### config.mk
export PLATFORM = sky130hd
export DESIGN_NAME = vrf_read_arbiter
export DESIGN_NICKNAME = d
export VERILOG_FILES = /design/src/rtl/vrf_arb_pkg.sv /design/src/rtl/rr_arbiter.sv /design/src/rtl/vrf_read_arbiter.sv
export SDC_FILE = /design/constraint.sdc
export NUM_CORES = 1
export LEC_CHECK = 0
export CAP_MARGIN = 20
export CORE_MARGIN = 10
export CORE_UTILIZATION = 23
export CTS_CLUSTER_DIAMETER = 150
export CTS_CLUSTER_SIZE = 40
export DETAILED_ROUTE_END_ITERATION = 10
export PLACE_DENSITY = 0.78
export SLEW_MARGIN = 20
export SYNTH_ARGS = -nofsm -noshare
export SYNTH_HDL_FRONTEND = slang
export SYNTH_SLANG_ARGS = --single-unit
### constraint.sdc
create_clock -name clk -period 2.92 [get_ports clk]
set_clock_uncertainty 0.1 [all_clocks]
set_input_delay 0.438 -clock clk [delete_from_list [all_inputs] [get_ports clk]]
set_output_delay 0.438 -clock clk [all_outputs]
set_load 0.05 [all_outputs]
### src/rtl/vrf_arb_pkg.sv
// Shared types for the vector register file read-port arbiter.
package vrf_arb_pkg;

    localparam int unsigned TAG_IDX_W = 4;  // response tags cover up to 16 requesters

    typedef enum logic {
        ISSUE   = 1'b0,
        ISSUE_B = 1'b1
    } arb_state_e;

    typedef struct packed {
        logic                 valid;
        logic [TAG_IDX_W-1:0] index;
        logic                 last;
    } rsp_tag_t;

    function automatic int unsigned idx_width(input int unsigned n);
        return (n > 1) ? $clog2(n) : 1;
    endfunction

endpackage

### src/rtl/rr_arbiter.sv
// Picks one requester: round-robin from ptr, or lowest index when VRF_ARB_FIXED_PRIO_EN is defined.
module rr_arbiter
    import vrf_arb_pkg::*;
#(
    parameter int unsigned NUM_REQ = 3,
    parameter int unsigned IDX_W   = idx_width(NUM_REQ)
) (
    input  logic [NUM_REQ-1:0] req,
    input  logic [IDX_W-1:0]   ptr,
    output logic [NUM_REQ-1:0] gnt_c,
    output logic [IDX_W-1:0]   idx_c,
    output logic               any_c
);

`ifdef VRF_ARB_FIXED_PRIO_EN
    logic [IDX_W-1:0] unused_ptr;
    assign unused_ptr = ptr;

    always_comb begin
        gnt_c = '0;
        idx_c = '0;
        any_c = 1'b0;
        for (int unsigned k = 0; k < NUM_REQ; k++) begin
            if (!any_c && req[IDX_W'(k)]) begin
                any_c              = 1'b1;
                idx_c              = IDX_W'(k);
                gnt_c[IDX_W'(k)]   = 1'b1;
            end
        end
    end
`else
    int unsigned cand;

    // Search starts at ptr and wraps once around the requesters.
    always_comb begin
        gnt_c = '0;
        idx_c = '0;
        any_c = 1'b0;
        cand  = 0;
        for (int unsigned k = 0; k < NUM_REQ; k++) begin
            cand = 32'(ptr) + k;
            if (cand >= NUM_REQ) begin
                cand = cand - NUM_REQ;
            end
            if (!any_c && req[IDX_W'(cand)]) begin
                any_c                = 1'b1;
                idx_c                = IDX_W'(cand);
                gnt_c[IDX_W'(cand)]  = 1'b1;
            end
        end
    end
`endif

endmodule

### src/rtl/vrf_read_arbiter.sv
// Shares the VRF BRAM read port among requesters; two-operand requests issue A then B back-to-back.
// Build option: VRF_ARB_FIXED_PRIO_EN selects fixed lowest-index priority instead of round-robin.
module vrf_read_arbiter
    import vrf_arb_pkg::*;
#(
    parameter int unsigned NUM_REQ      = 3,
    parameter int unsigned ADDR_WIDTH   = 5,
    parameter int unsigned DATA_WIDTH   = 128,
    parameter int unsigned READ_LATENCY = 1
) (
    input  logic                          clk,
    input  logic                          rst,
    input  logic [NUM_REQ-1:0]            req_valid,
    input  logic [NUM_REQ-1:0]            req_two,
    input  logic [NUM_REQ*ADDR_WIDTH-1:0] req_addr_a,
    input  logic [NUM_REQ*ADDR_WIDTH-1:0] req_addr_b,
    output logic [NUM_REQ-1:0]            req_ready,
    output logic [ADDR_WIDTH-1:0]         bram_read_addr,
    output logic                          bram_read_en,
    input  logic [DATA_WIDTH-1:0]         bram_rdata,
    output logic [NUM_REQ-1:0]            rsp_valid,
    output logic [DATA_WIDTH-1:0]         rsp_data,
    output logic                          rsp_last,
    output logic                          busy
);

    localparam int unsigned IDX_W    = idx_width(NUM_REQ);
    localparam int unsigned LAST_IDX = NUM_REQ - 1;

    arb_state_e                       state_q, state_d;
    logic [ADDR_WIDTH-1:0]            b_addr_q, b_addr_d;
    logic [IDX_W-1:0]                 b_idx_q, b_idx_d;
    rsp_tag_t [READ_LATENCY-1:0]      pipe_q, pipe_d;
    rsp_tag_t [READ_LATENCY:0]        pipe_in;
    rsp_tag_t                         issue_tag;
    logic [READ_LATENCY-1:0]          pipe_vld;

    logic [ADDR_WIDTH-1:0]            addr_a_arr [NUM_REQ];
    logic [ADDR_WIDTH-1:0]            addr_b_arr [NUM_REQ];
    logic [NUM_REQ-1:0]               arb_gnt;
    logic [IDX_W-1:0]                 arb_idx;
    logic [IDX_W-1:0]                 arb_ptr;
    logic                             arb_any;

    for (genvar g = 0; g < NUM_REQ; g++) begin : g_unpack
        assign addr_a_arr[g] = req_addr_a[g*ADDR_WIDTH +: ADDR_WIDTH];
        assign addr_b_arr[g] = req_addr_b[g*ADDR_WIDTH +: ADDR_WIDTH];
    end

    rr_arbiter #(
        .NUM_REQ (NUM_REQ),
        .IDX_W   (IDX_W)
    ) u_arb (
        .req   (req_valid),
        .ptr   (arb_ptr),
        .gnt_c (arb_gnt),
        .idx_c (arb_idx),
        .any_c (arb_any)
    );

`ifdef VRF_ARB_FIXED_PRIO_EN
    assign arb_ptr = '0;
`else
    logic [IDX_W-1:0] ptr_q, ptr_d;

    // Next search begins just after the most recent winner.
    always_comb begin
        ptr_d = ptr_q;
        if (!rst && (state_q == ISSUE) && arb_any) begin
            ptr_d = (arb_idx == IDX_W'(LAST_IDX)) ? '0 : arb_idx + IDX_W'(1);
        end
    end

    always_ff @(posedge clk or posedge rst) begin
        if (rst) begin
            ptr_q <= '0;
        end else begin
            ptr_q <= ptr_d;
        end
    end

    assign arb_ptr = ptr_q;
`endif

    // Issue control: grant/address are combinational; B issue is never preempted.
    always_comb begin
        state_d        = state_q;
        b_addr_d       = b_addr_q;
        b_idx_d        = b_idx_q;
        req_ready      = '0;
        bram_read_en   = 1'b0;
        bram_read_addr = '0;
        issue_tag      = '0;
        if (!rst) begin
            case (state_q)
                ISSUE: begin
                    if (arb_any) begin
                        req_ready       = arb_gnt;
                        bram_read_en    = 1'b1;
                        bram_read_addr  = addr_a_arr[arb_idx];
                        issue_tag.valid = 1'b1;
                        issue_tag.index = TAG_IDX_W'(arb_idx);
                        issue_tag.last  = !req_two[arb_idx];
                        if (req_two[arb_idx]) begin
                            b_addr_d = addr_b_arr[arb_idx];
                            b_idx_d  = arb_idx;
                            state_d  = ISSUE_B;
                        end
                    end
                end
                ISSUE_B: begin
                    bram_read_en    = 1'b1;
                    bram_read_addr  = b_addr_q;
                    issue_tag.valid = 1'b1;
                    issue_tag.index = TAG_IDX_W'(b_idx_q);
                    issue_tag.last  = 1'b1;
                    state_d         = ISSUE;
                end
            endcase
        end
    end

    // Tag pipe mirrors BRAM latency; stage 0 takes the current issue.
    assign pipe_in = {pipe_q, issue_tag};

    always_comb begin
        pipe_d = pipe_in[READ_LATENCY-1:0];
    end

    always_ff @(posedge clk or posedge rst) begin
        if (rst) begin
            state_q  <= ISSUE;
            b_addr_q <= '0;
            b_idx_q  <= '0;
            pipe_q   <= '0;
        end else begin
            state_q  <= state_d;
            b_addr_q <= b_addr_d;
            b_idx_q  <= b_idx_d;
            pipe_q   <= pipe_d;
        end
    end

    for (genvar s = 0; s < READ_LATENCY; s++) begin : g_vld
        assign pipe_vld[s] = pipe_q[s].valid;
    end

    logic unused_tag;
    assign unused_tag = ^{pipe_in[READ_LATENCY], pipe_q[READ_LATENCY-1].index};

    always_comb begin
        rsp_valid = '0;
        if (pipe_q[READ_LATENCY-1].valid) begin
            rsp_valid[IDX_W'(pipe_q[READ_LATENCY-1].index)] = 1'b1;
        end
    end

    assign rsp_last = pipe_q[READ_LATENCY-1].valid & pipe_q[READ_LATENCY-1].last;
    assign rsp_data = bram_rdata;
    assign busy     = (state_q == ISSUE_B) | (|pipe_vld);

endmodule

Word level (Yosys, flattened, before mapping)
Cells that the tools add are included.
- input bits: 166
- logic and storage cells: 98
- output and inout bits: 142
- bits in registers: 14
- reduce and logical (&&, ||, !) cells: 13
- eq/ne operators: 1
- add/sub/neg operators: 6
- $lt $le $gt $ge: 13
- bitwise operators: 7
- mux-type cells: 51
- operator list (operator ; number):
    $mux W5 ; 6
    $mux W3 ; 7
    $bmux W5 S2 ; 2
    $lt A2 B3 Y1 const B ; 5
    $mux W1 ; 15
    $mux W2 ; 7
    $mux W6 ; 2
    $pmux W6 S2 ; 1
    $pmux W5 S2 ; 1
    $bmux W1 S2 ; 4
    $demux W1 S2 ; 4
    $ge A2 B1 Y1 const B ; 4
    $logic_and A1 B1 Y1 ; 8
    $ge A3 B2 Y1 const B ; 2
    $or A3 B3 Y3 ; 2
    $sub A2 B2 Y2 const B ; 3
    $logic_not A1 Y1 ; 4
    $pmux W1 S2 ; 2
    $reduce_and A4 Y1 ; 1
    $add A2 B1 Y3 const B ; 1
    $add A2 B2 Y3 const B ; 1
    $ge A3 B3 Y1 const B ; 1
    $not A2 Y3 ; 1
    $add A2 B1 Y2 const B ; 1
    5 further kinds ; 6

Logic depth before layout (Yosys ltp)
- depth after elaboration: 18
- depth in mapped cells: 11
- gate-level depth less buffers: 8

Cells and area by module
Synthesis repeated with hierarchy kept, for this count alone.
- cell total of the unflattened synthesis: 265
- area total of the unflattened synthesis: 2140.8 µm²
- by module, submodules not included (module ; area each (µm²) ; sequential area each (µm²) ; cells an instance ; times used):
    vrf_read_arbiter ; 1859.3 ; 350.3 ; 224 ; 1
    rr_arbiter ; 281.5 ; 0.0 ; 41 ; 1

Worst setup path after synthesis
No wires, ideal clock.
- kind: register -> output
- start: register ptr_q[0], in the netlist arb_ptr[0]
- end: output port bram_read_addr[0]
- arrival time: 3.168 ns
- data required time: 2.382 ns
- path slack: -0.786 ns
- cell stages (with the launch flop): 11
- buffers on the path: 2
- cell sequence: dfrtp_1 inv_1 ha_1 buf_6 mux2i_2 o21ai_4 o211ai_2 and2_1 clkbuf_1 o21ai_0 o21ai_0
- cells in the longest elaborated chain, start to end: 18
- elaborated cells between the ends (all ways): 34
- classes of those cells: add/sub (5); order compare (3); mux (21); bitwise (1); reduce/logical (4)
- RTL lines (element ; RTL line ; RTL):
    start, declared ; vrf_read_arbiter.sv:64 ; logic [IDX_W-1:0] ptr_q, ptr_d;
    start signal, assigned ; vrf_read_arbiter.sv:78 ; ptr_q <= ptr_d;
    branches (longest 15 deep; another with $add A2 B1 Y3) ; n/a ;
    $mux W5 (*) ; vrf_read_arbiter.sv:97 ; if (arb_any) begin
    $pmux W5 S2 (*) ; vrf_read_arbiter.sv:95 ; case (state_q)
    $mux W5 (*) ; vrf_read_arbiter.sv:94 ; if (!rst) begin
    end, declared ; vrf_read_arbiter.sv:18 ; output logic [ADDR_WIDTH-1:0] bram_read_addr,
Every way passes the cells marked *. The select of a mux whose other input is x is not followed.

Worst setup path after layout
- start: register ptr_q[1], in the netlist arb_ptr[1]
- end: output port req_ready[0]
- cells in the longest elaborated chain, start to end: 14
- elaborated cells between the ends (all ways): 47
- classes of those cells: add/sub (5); order compare (9); mux (24); bitwise (2); reduce/logical (7)
- RTL lines (element ; RTL line ; RTL):
    $add A2 B1 Y3, or another cell as far along ; rr_arbiter.sv:41 ; cand = 32'(ptr) + k;
    $ge A3 B2 Y1, or another cell as far along ; rr_arbiter.sv:42 ; if (cand >= NUM_REQ) begin
    $mux W2, or another cell as far along ; rr_arbiter.sv:42 ;
    $lt A2 B3 Y1 (implied by the code), or another cell as far along ; rr_arbiter.sv:48 ; gnt_c[IDX_W'(cand)] = 1'b1;
    $logic_and A1 B1 Y1 (implied by the code), or another cell as far along ; rr_arbiter.sv:48 ;
    $mux W1 (implied by the code), or another cell as far along ; rr_arbiter.sv:48 ;
    $demux W1 S2, or another cell as far along ; n/a ;
    $or A3 B3 Y3 (no source line) or $mux W1 (tied branches) ; n/a ;
    $mux W3 or $logic_not A1 Y1 (tied branches) ; rr_arbiter.sv:45 ; if (!any_c && req[IDX_W'(cand)]) begin
    $or A3 B3 Y3 (no source line) or $logic_and A1 B1 Y1 (tied branches) ; n/a ;
    $mux W3 or $mux W1 (tied branches) ; rr_arbiter.sv:45 ;
    $mux W3 (*) ; vrf_read_arbiter.sv:97 ;
    $mux W3 (*) ; vrf_read_arbiter.sv:95 ;
    $mux W3 (*) ; vrf_read_arbiter.sv:94 ;
    end, declared ; vrf_read_arbiter.sv:17 ; output logic [NUM_REQ-1:0] req_ready,
Every way passes the cells marked *; elsewhere a longest branch is shown, timed or not. The select of a mux whose other input is x is not followed.

==> results.md <==
Timing:
- The headroom to the max-slew limit is 0.495.
- The count of pins over their slew limit is 0.
- Setup total negative slack on the finished layout was measured at -0.920 ns.
- After layout, the worst setup slack is -0.132 ns.
- The number of hold violations in the final report is 0.
- Dividing the final minimum period by the clock period gives 1.05.
- For the finished layout, the period the worst path requires is 3.05 ns.
- Setup violations remaining at the end of the flow were counted as 13.
- The worst hold-check slack is 0.419 ns.
- The slew at the pin with the worst max-slew slack is 0.748 ns.
- Setup repair after global routing could not meet its margin everywhere.
- Timing would allow up to 328 MHz.

Logic synthesis:
- The leading register cell type out of synthesis is sky130_fd_sc_hd__dfrtp_1.
- The mean instance size in the synthesized netlist is 8.15 um2.
- The cell count after synthesis came out at 287.
- Summing every instance area after synthesis gives 0.00234 mm2.
- The number of synthesized flops with an enable pin is 0.
- In the synthesized netlist the async set-or-reset flop fraction comes to 1.00.
- The sequential share of the synthesized area is 0.150.
- The count of unique library cells instantiated by Yosys is 48.
- Yosys printed 0 warnings.
- Counting flops and latches in the post-synthesis netlist gives 14.
- The number of nets produced by synthesis is 457.

Pwr:
- Across the VDD grid, the largest voltage drop is 0.503 mV.
- The analysis attributes to cell leakage a power of 1.13 nW.
- The power per unit of standard cell area is 1310 mW/mm2.
- The total power is 3.78 mW.

Setup path:
- Counting cells, the worst reg-to-reg path comes to 12.
- The reg-to-reg endpoint is b_addr_q[4].
- The critical path buffer and inverter count is 4.
- The category of the most critical setup path is flop to output port.
- The type of destination of the critical path is an output port.
- In this run the worst path has a maximum fanout of 5.
- The worst setup path is launched from a flop.
- The top cell family by delay on the critical path is buffers and inverters.
- The critical path arrival is 2.51 ns.
- The critical-path cell with the highest stage delay is sky130_fd_sc_hd__dfrtp_1.
- The worst reg-to-reg setup slack is -0.05 ns.
- The biggest cell delay along the critical path is 0.42 ns.
- By instance count, the cell type seen most on the critical path is sky130_fd_sc_hd__buf_4.
- The reg-to-reg critical path startpoint is arb_ptr[1].
- The required arrival time at the worst endpoint is 2.38 ns.
- The critical path goes through inv_1, buf_4, ha_2, nand2b_4, mux2i_4, nor3_4, or3_1, buf_4, a311oi_4, buf_12.

Detailed routing:
- The first detailed-routing pass took 5 iterations.
- The average via count per standard cell is 4.80.
- The detailed-route via count is 1942.
- The total routed wirelength is 7.67 mm.
- For this run, design rule violations remaining after detail routing come to 0.
- Dividing the detail-routed wire length by the instance count gives 18.9 um.
- The number of design-rule violations left by the first detailed-router iteration is 106.
- The number of nets with antenna violations after routing is 0.

CTS:
- The count of hold-fix buffers inserted at cts is 0.
- The number of clock buffers added by TritonCTS is 3.
- No sink is reached through more buffers than the 2 on the longest clock path.
- After clock tree synthesis, the clock-pin slew on the worst setup and hold paths is 0.06 ns.
- CTS built an H-tree with a depth of 1.
- At the later pin of the worst-skew pair, clock insertion delay measures 0.25 ns.
- The number of sinks handled by clock tree synthesis is 14.
- The CTS root buffer is sky130_fd_sc_hd__clkbuf_8.
- TritonCTS built the clock tree.

Hold path:
- The source of the worst hold timing path is b_addr_q[3].
- For hold timing, the worst endpoint is b_addr_q[3].
- Counting instances, the worst hold path has a depth of 1.
- In this run the worst hold path is classified as flop to flop.

Floorplan:
- The core footprint is 0.00986 mm2.
- The die is 121 um tall.
- Pin placement for this block handled 308 I/O pins.
- The die width is 121 um.
- The die covers 0.0146 mm2.
- The placement row count is 36.
- The starting density of the core is 0.237.

Global routing:
- The sum of overflow across all layers after global routing is 0.
- In the global route stage, met1 resource usage came out at 0.0860.
- The number of global-route vias before repair is 2106.
- In the global route stage, met2 resource usage came out at 0.163.
- The layer with the highest usage is met2.
- The initial antenna violation count is 1.
- The global routing met3 resource utilization is 0.0526.
- The pin count of the biggest net entering global routing is 15.
- In the global route stage, overall resource usage came out at 0.0974.
- The wire length of the first global-routing pass is 11.4 mm.

Finish:
- Summing all flip-flop and latch instances after layout gives 350 um2.
- The layout has 1012 filler cells.
- Once layout is complete, the utilization of the core stands at 0.293.
- The synthesis-to-finish area growth is 23.4%.
- The fraction of layout cells with a size suffix above 1 is 0.476.
- The final net count is 442.
- The multi-input logic area is 0.00122 mm2.

Place:
- The port buffer count is 51.
- The final estimated routing congestion in global placement is 0.802.
- Once detailed placement completed, the half-perimeter wirelength came to 6.08 mm.
- Before CTS, the worst setup slack after placement is -0.250 ns.

Run:
- The tool flagged a number of max-cap violations equal to 0.

Status:
- The checks that failed: setup timing.
- The flow ran to the end, but the final reports show violations.
[per-stage QoR]
stage	cell area, um2	instances
floorplan	2450	287
global placement	2520	386
detailed placement	2520	386
CTS	2830	402
global route	2880	404
finish	2890	405
[where the power goes]
group,switching [mW],internal [mW]
sequential,0.0643,0.288
clock,0.0740,0.120
combinational,1.66,1.58
[routing by layer]
layer	wire length (um)	up-vias	share of wire
met3	993	81	0.13
met5	0	-	0
met4	565	0	0.074
li1	-	826	-
met2	3650	149	0.48
met1	2460	886	0.32
[cell type report]
class / instances / share of cell area
timing repair buffer: 117 / 0.373
tap: 133 / 0.0577
inverter: 5 / 0.00650
sequential: 14 / 0.121
clock buffer: 4 / 0.0191
antenna: 1 / 0.000867
multi-input combinational: 131 / 0.421
[worst max-delay path by stage]
stage | startpoint | endpoint | slack [ns] | cells past startpoint
after floorplan | arb_ptr[0] | bram_read_addr[0] | -0.08 | 10
after global placement | req_valid[1] | bram_read_addr[1] | -0.20 | 9
after detailed placement | req_valid[1] | bram_read_addr[1] | -0.25 | 9
after CTS | arb_ptr[0] | bram_read_addr[4] | -0.11 | 10
after global routing | arb_ptr[1] | req_ready[0] | -0.21 | 10
final | arb_ptr[1] | req_ready[0] | -0.13 | 10
[logic make-up (layout without fill, tap and decap cells)]
kind of cell               count (synthesis)  after routing  synth area share
other                                      0              1                 0
buffers and inverters                    142            126             0.445
DFF                                       14             14             0.150
and+or+nand+nor                           48             48             0.105
muxes                                     11             11            0.0668
adders and majority gates                  4              4            0.0214
AOI/OAI and AO/OA                         68             68             0.211
[cells in the final DEF (no fill, tap or decap), types with 4 or more instances in the layout]
cell and n:
sky130_fd_sc_hd__a211oi_4 6, sky130_fd_sc_hd__a21boi_2 4, sky130_fd_sc_hd__a21oi_1 6, sky130_fd_sc_hd__a31oi_1 6, sky130_fd_sc_hd__buf_12 5, sky130_fd_sc_hd__buf_4 63, sky130_fd_sc_hd__buf_6 5, sky130_fd_sc_hd__clkbuf_8 4
sky130_fd_sc_hd__clkdlybuf4s50_1 40, sky130_fd_sc_hd__dfrtp_1 14, sky130_fd_sc_hd__inv_1 4, sky130_fd_sc_hd__mux2_4 5, sky130_fd_sc_hd__nand2_1 13, sky130_fd_sc_hd__nand3_1 8, sky130_fd_sc_hd__nor2_1 4, sky130_fd_sc_hd__o21ai_0 14
sky130_fd_sc_hd__o21ai_4 7
[synth_stat cells (4+ instances only)]
cell                       count  area (um2)
sky130_fd_sc_hd__ha_1          4        50.1
sky130_fd_sc_hd__a21oi_1       8        40.0
sky130_fd_sc_hd__a211oi_1      6        45.0
sky130_fd_sc_hd__inv_1         5        18.8
sky130_fd_sc_hd__nand2_1      14        52.6
sky130_fd_sc_hd__nor3_1        4        20.0
sky130_fd_sc_hd__nand3_1       8        40.0
sky130_fd_sc_hd__o21ai_0      22         110
sky130_fd_sc_hd__buf_4       129         968
sky130_fd_sc_hd__mux2_4        5        75.1
sky130_fd_sc_hd__a31oi_1       6        37.5
sky130_fd_sc_hd__a21boi_0      5        37.5
sky130_fd_sc_hd__dfrtp_1      14         350
sky130_fd_sc_hd__nor2_1        6        22.5
[flip-flops by register name (all words and copies together) (netlist names)]
| signal | flops |
|---|---|
| state_q | 1 |
| pipe_in | 3 |
| arb_ptr | 2 |
| pipe_vld | 1 |
| b_idx_q | 2 |
| b_addr_q | 5 |
[timing repair]
item | CTS | global route
resized for setup | 42 | 9
pin swaps | 14 | 3
buffers inserted | 12 | 2
endpoints found under the setup margin | 15 | 15
Power figures use the tool's default switching activity.
